**src/rtl/processor_status_unit.sv**
```systemverilog
// Processor status register (C,Z,I,D,V,N) with a LIFO shadow stack that
// preserves the flags across interrupt entry and RTI.
module processor_status_unit #(
  parameter int DATA_WIDTH   = 8,
  parameter int SHADOW_DEPTH = 4,
  localparam int DEPTH_W     = $clog2(SHADOW_DEPTH + 1)
) (
  input  logic                  clk,
  input  logic                  reset,
  input  logic [DATA_WIDTH-1:0] data_in,
  input  logic [DATA_WIDTH-1:0] acc_in,
  input  logic                  carry_in,
  input  logic                  overflow_in,
  input  logic                  update_c,
  input  logic                  update_z,
  input  logic                  update_n,
  input  logic                  update_v,
  input  logic [2:0]            flag_op,
  input  logic                  bit_test,
  input  logic                  load_p,
  input  logic [7:0]            p_in,
  input  logic                  irq_save,
  input  logic                  irq_restore,
  input  logic                  brk_in,
  output logic                  flag_c,
  output logic                  flag_z,
  output logic                  flag_i,
  output logic                  flag_d,
  output logic                  flag_v,
  output logic                  flag_n,
  output logic [7:0]            p_out,
  output logic [DEPTH_W-1:0]    stack_depth,
  output logic                  stack_full,
  output logic                  stack_empty,
  output logic                  stack_error
);

  typedef enum logic [2:0] {
    OP_NONE, OP_SEC, OP_CLC, OP_SEI, OP_CLI, OP_SED, OP_CLD, OP_CLV
  } flag_op_t;

  localparam logic [DEPTH_W-1:0] DEPTH_MAX = DEPTH_W'(SHADOW_DEPTH);
  localparam logic [DEPTH_W-1:0] DEPTH_ONE = DEPTH_W'(1);

  // Shadow entries are packed {N,V,D,I,Z,C}; entry 0 is always the top.
  logic [5:0]         shadow [SHADOW_DEPTH];
  logic               c_nx, z_nx, i_nx, d_nx, v_nx, n_nx;
  logic [DEPTH_W-1:0] depth_nx;
  logic               error_nx;
  logic               do_push, do_pop;
  logic               unused_p;

  assign unused_p    = ^p_in[5:4];
  assign stack_full  = (stack_depth == DEPTH_MAX);
  assign stack_empty = (stack_depth == '0);
  assign p_out       = {flag_n, flag_v, 1'b1, brk_in, flag_d, flag_i, flag_z, flag_c};

  always_comb begin
    c_nx     = flag_c;
    z_nx     = flag_z;
    i_nx     = flag_i;
    d_nx     = flag_d;
    v_nx     = flag_v;
    n_nx     = flag_n;
    depth_nx = stack_depth;
    error_nx = stack_error;
    do_push  = 1'b0;
    do_pop   = 1'b0;

    if (irq_restore && !stack_empty) begin
      {n_nx, v_nx, d_nx, i_nx, z_nx, c_nx} = shadow[0];
      depth_nx = stack_depth - DEPTH_ONE;
      do_pop   = 1'b1;
      if (irq_save) error_nx = 1'b1;
    end else begin
      if (irq_restore) error_nx = 1'b1;
      if (load_p) begin
        {n_nx, v_nx}               = p_in[7:6];
        {d_nx, i_nx, z_nx, c_nx}   = p_in[3:0];
      end else begin
        // Later assignments win: ALU updates < bit_test < flag_op < irq_save.
        if (update_c) c_nx = carry_in;
        if (update_z) z_nx = ~|data_in;
        if (update_n) n_nx = data_in[DATA_WIDTH-1];
        if (update_v) v_nx = overflow_in;
        if (bit_test) begin
          n_nx = data_in[DATA_WIDTH-1];
          v_nx = data_in[DATA_WIDTH-2];
          z_nx = ~|(data_in & acc_in);
        end
        case (flag_op)
          OP_SEC:  c_nx = 1'b1;
          OP_CLC:  c_nx = 1'b0;
          OP_SEI:  i_nx = 1'b1;
          OP_CLI:  i_nx = 1'b0;
          OP_SED:  d_nx = 1'b1;
          OP_CLD:  d_nx = 1'b0;
          OP_CLV:  v_nx = 1'b0;
          default: ;
        endcase
        if (irq_save && !irq_restore) begin
          i_nx = 1'b1;
          if (stack_full) begin
            error_nx = 1'b1;
          end else begin
            do_push  = 1'b1;
            depth_nx = stack_depth + DEPTH_ONE;
          end
        end
      end
    end
  end

  always_ff @(posedge clk) begin
    if (reset) begin
      flag_c      <= 1'b0;
      flag_z      <= 1'b0;
      flag_i      <= 1'b1;
      flag_d      <= 1'b0;
      flag_v      <= 1'b0;
      flag_n      <= 1'b0;
      stack_depth <= '0;
      stack_error <= 1'b0;
    end else begin
      flag_c      <= c_nx;
      flag_z      <= z_nx;
      flag_i      <= i_nx;
      flag_d      <= d_nx;
      flag_v      <= v_nx;
      flag_n      <= n_nx;
      stack_depth <= depth_nx;
      stack_error <= error_nx;
    end
  end

  // Entry contents need no reset: the depth counter alone marks them valid.
  always_ff @(posedge clk) begin
    if (do_push) begin
      shadow[0] <= {flag_n, flag_v, flag_d, flag_i, flag_z, flag_c};
      for (int k = 1; k < SHADOW_DEPTH; k++) shadow[k] <= shadow[k-1];
    end else if (do_pop) begin
      for (int k = 0; k < SHADOW_DEPTH - 1; k++) shadow[k] <= shadow[k+1];
    end
  end

endmodule

```
**config.mk**
```make
export PLATFORM = sky130hd
export DESIGN_NAME = processor_status_unit
export DESIGN_NICKNAME = d
export VERILOG_FILES = /design/src/rtl/processor_status_unit.sv
export SDC_FILE = /design/constraint.sdc
export NUM_CORES = 1
export LEC_CHECK = 0
export ABC_CLOCK_PERIOD_IN_PS = 5200
export CAP_MARGIN = 15
export CORE_ASPECT_RATIO = 0.9
export CORE_MARGIN = 2
export CORE_UTILIZATION = 32
export CTS_CLUSTER_DIAMETER = 100
export CTS_CLUSTER_SIZE = 8
export DETAILED_ROUTE_END_ITERATION = 10
export GPL_TIMING_DRIVEN = 0
export PLACE_DENSITY = 0.69
export SYNTH_ARGS = -nofsm -noshare
export SYNTH_HDL_FRONTEND = slang
export SYNTH_SLANG_ARGS = --single-unit
```
**constraint.sdc**
```tcl
create_clock -name clk -period 5.2 [get_ports clk]
set_input_delay 0.78 -clock clk [delete_from_list [all_inputs] [get_ports clk]]
set_output_delay 0.78 -clock clk [all_outputs]
set_load 0.02 [all_outputs]
```
==> results.json <==
{
  "drtPass1Iterations": 4,
  "status": "completed",
  "grt.total_usage": 0.1472,
  "r2r_setup_slack_ns": 3.06,
  "routed_via_density": 4.744,
  "worst_pin_slew_ns": 0.6814,
  "rr_worst_depth": 8,
  "rsz0062_at_grt": "false",
  "seq_area_frac_synth": 0.5306,
  "yosysWarnings": 0,
  "worst-path-max-fanout": 10,
  "synthDistinctLibCells": 45,
  "die_h_um": 73.87,
  "port_buffers": 53,
  "fillers": 511,
  "cp_top_family": "buffers and inverters",
  "finalWeightedCongestion": 0.7446,
  "rows": 25,
  "num_vias": 1447,
  "cts_tree": "built",
  "routedWlPerCell_um": 13.51,
  "synth_nets": 218,
  "die_area_sq_mm": 0.006029,
  "post-cts-setup-buffers": 0,
  "design.core.area_sq_mm": 0.005255,
  "setup_violations": 0,
  "synth_seq_cells": 34,
  "final_layout_size_suffix_gt1_frac": 0.1218,
  "finalMaxSlewViolations": 0,
  "pwr_density_cell_mw_per_mm2": 547.0,
  "path_cells": "clkdlybuf4s50_1 -> o31a_1 -> buf_4 -> inv_4 -> buf_2 -> fa_1 -> o31ai_2 -> xnor2_1 -> nor2_1",
  "final.setup.worst_slack_ns": 2.490,
  "place_ws_ns": 2.194,
  "swShare": 0.3663,
  "min_path_type": "register to register",
  "grt_pass1_wl_um": 6679,
  "grt_start_max_net_pins": 22,
  "crit_path_max_incr_delay_ns": 0.58,
  "crit_slowest_cell": "clkdlybuf4s50_1",
  "cts_buffers": 5,
  "start_util": 0.3302,
  "synth_area_leaders": "edfxtp_1, nand2_1, dfxtp_1",
  "r2r-start": "stack_depth[1]",
  "timing.rr.end": "stack_depth[2]",
  "fmax_ghz": 0.3691,
  "final_cell_mix": "nand2_1, clkdlybuf4s50_1, edfxtp_1",
  "clock_sinks": 34,
  "yosysTopAreaCell": "edfxtp_1",
  "postCtsHoldBufs": 0,
  "critPathKind": "input port to register",
  "diodes": 0,
  "hold_depth": 0,
  "areaGrowthSynthToFinish_pct": 41.53,
  "hold_end": "shadow[3][0]",
  "worstPathArrival_ns": 2.87,
  "wl_um": 4122,
  "startpoint_type": "input port",
  "clk_latency_ns": 0.29,
  "power_frac_seq": 0.384,
  "end_kind": "register",
  "clockRootBuffer": "clkbuf_8",
  "pwr-share-clk": 0.177,
  "yosys_most_used_dff": "edfxtp_1",
  "cp.required_ns": 5.36,
  "synth-edff-count": 24,
  "cts_resized": 0,
  "ys_async_sr_fraction": 0,
  "hold_start": "shadow[2][0]",
  "fin_worst_skew_ns": 0.004741,
  "total_leakage_power_nw": 0.9476,
  "avgSynthCellArea_sq_um": 9.805,
  "power_switching_w": 0.0004920,
  "critPathBufInv": 4,
  "ios": 60,
  "first_global_vias": 1430,
  "drc": 0,
  "postRouteAntennaNets": 0,
  "p_comb_frac": 0.438,
  "postSynthCellCount": 177,
  "finalSetupTns_ns": 0,
  "relSlewSlack": 0.5440,
  "period_share": 0.5211,
  "ir_drop_v": 0.0003414,
  "dp_hpwl_um": 2997,
  "synth_top_area_frac": 0.4153,
  "layout_commonest_cell": "nand2_1",
  "synthesis.area_sq_mm": 0.001735,
  "cts_max_path_buffers": 2,
  "period_needed_ns": 2.710,
  "internal_power_w": 0.0008514,
  "drt_iter0_markers": 75,
  "nNetsFinal": 278,
  "die_w_um": 81.63,
  "cap_violations": 0,
  "hold_viol": 0,
  "cts-htree-levels": 2,
  "antenna_found_initial": 0,
  "path_clk_slew_ns": 0.07,
  "grt_overflow": 0
}
[Yosys cell counts (2+ instances only)]
| master | n |
|---|---|
| buf_2 | 2 |
| nand2_1 | 56 |
| dfxtp_1 | 10 |
| o21ai_1 | 3 |
| mux2i_1 | 3 |
| nor2b_1 | 2 |
| a211oi_1 | 3 |
| inv_1 | 3 |
| buf_4 | 10 |
| clkbuf_1 | 2 |
| nor2_1 | 12 |
| a221oi_1 | 3 |
| o21ai_0 | 3 |
| buf_6 | 2 |
| xnor2_1 | 2 |
| nor4_1 | 2 |
| a21oi_1 | 6 |
| nor3_1 | 3 |
| edfxtp_1 | 24 |
[kinds of logic (layout without fill, tap and decap cells)]
| logic type | count (synthesis) | count (layout) | synth area share |
|---|---|---|---|
| compound gates | 31 | 31 | 0.1320 |
| flops | 34 | 34 | 0.5306 |
| xor+xnor | 2 | 2 | 0.01010 |
| other cells | 1 | 1 | 0.002161 |
| fa+ha+maj | 1 | 1 | 0.01154 |
| mux | 5 | 5 | 0.03028 |
| simple gates | 82 | 82 | 0.2048 |
| buf+inv | 21 | 82 | 0.07859 |
[layout make-up]
class	count	area, sq um	share of cell area
Timing Repair Buffer	53	530.5	0.2160
Clock buffer	7	76.32	0.03107
Clock inverter	1	30.03	0.01223
Multi-Input combinational cell	122	678.2	0.2761
Sequential cell	34	920.9	0.3749
Inverter	5	21.27	0.008660
Buffer	16	115.1	0.04687
Tap cell	67	83.83	0.03413
[per-stage QoR]
stage / std cells / util / hold WS (ns) / instance area (sq um) / power [W]
floorplan: 177 / - / 0.4262 / 1735 / 0.0008867
global placement: 297 / 0.4471 / 0.4341 / 2350 / 0.001100
detailed placement: 297 / 0.4471 / 0.4412 / 2350 / 0.001109
CTS: 305 / 0.4674 / 0.4555 / 2456 / 0.001355
global route: 305 / 0.4674 / 0.4632 / 2456 / 0.001437
finish: 305 / 0.4674 / 0.4575 / 2456 / 0.001343
[sequential cells by signal, indices dropped and copies added, names as in the netlist]
name and cells:
shadow 24, stack_depth 3, flag_c 1, flag_d 1, flag_i 1, flag_n 1, flag_v 1, flag_z 1
stack_error 1
[routing by layer]
metal | up-vias | GRT usage | wire length (um)
li1 | 731 | - | -
met1 | 672 | 0.2080 | 2069
met2 | 38 | 0.2195 | 1801
met3 | 6 | 0.03317 | 193
met4 | 0 | 0.05556 | 58
met5 | - | 0 | 0
[worst register-to-register path, cell delays in order (launching register included)]
cell     delay [ns]
dfxtp_1        0.49
o31a_1         0.19
buf_4          0.18
inv_4          0.09
buf_2          0.20
fa_1           0.42
o31ai_2        0.27
xnor2_1        0.14
nor2_1         0.05
[power by group through the flow]
| stage | Clock [W] | Sequential (W) | Combinational (W) |
|---|---|---|---|
| detailed placement | 0 | 0.000523 | 0.000586 |
| finish | 0.000238 | 0.000516 | 0.000589 |
| global route | 0.000253 | 0.000531 | 0.000653 |
| global placement | 0 | 0.000519 | 0.000581 |
| CTS | 0.000243 | 0.000518 | 0.000594 |
| floorplan | 0 | 0.000533 | 0.000354 |
[how the worst max path moves through the flow]
| stage | startpoint | to | slack (ns) | cells past startpoint |
|---|---|---|---|---|
| 3_3_place_gp | irq_restore | stack_depth[2] | 2.23 | 9 |
| 3_5_place_dp | irq_restore | stack_depth[2] | 2.19 | 9 |
| 2_1_floorplan | irq_restore | stack_depth[2] | 3.00 | 8 |
| 6_report | irq_restore | stack_depth[2] | 2.49 | 9 |
| 4_1_cts | irq_restore | stack_depth[2] | 2.51 | 9 |
| 5_1_grt | irq_restore | stack_depth[2] | 2.34 | 10 |
Power figures use the tool's default switching activity.
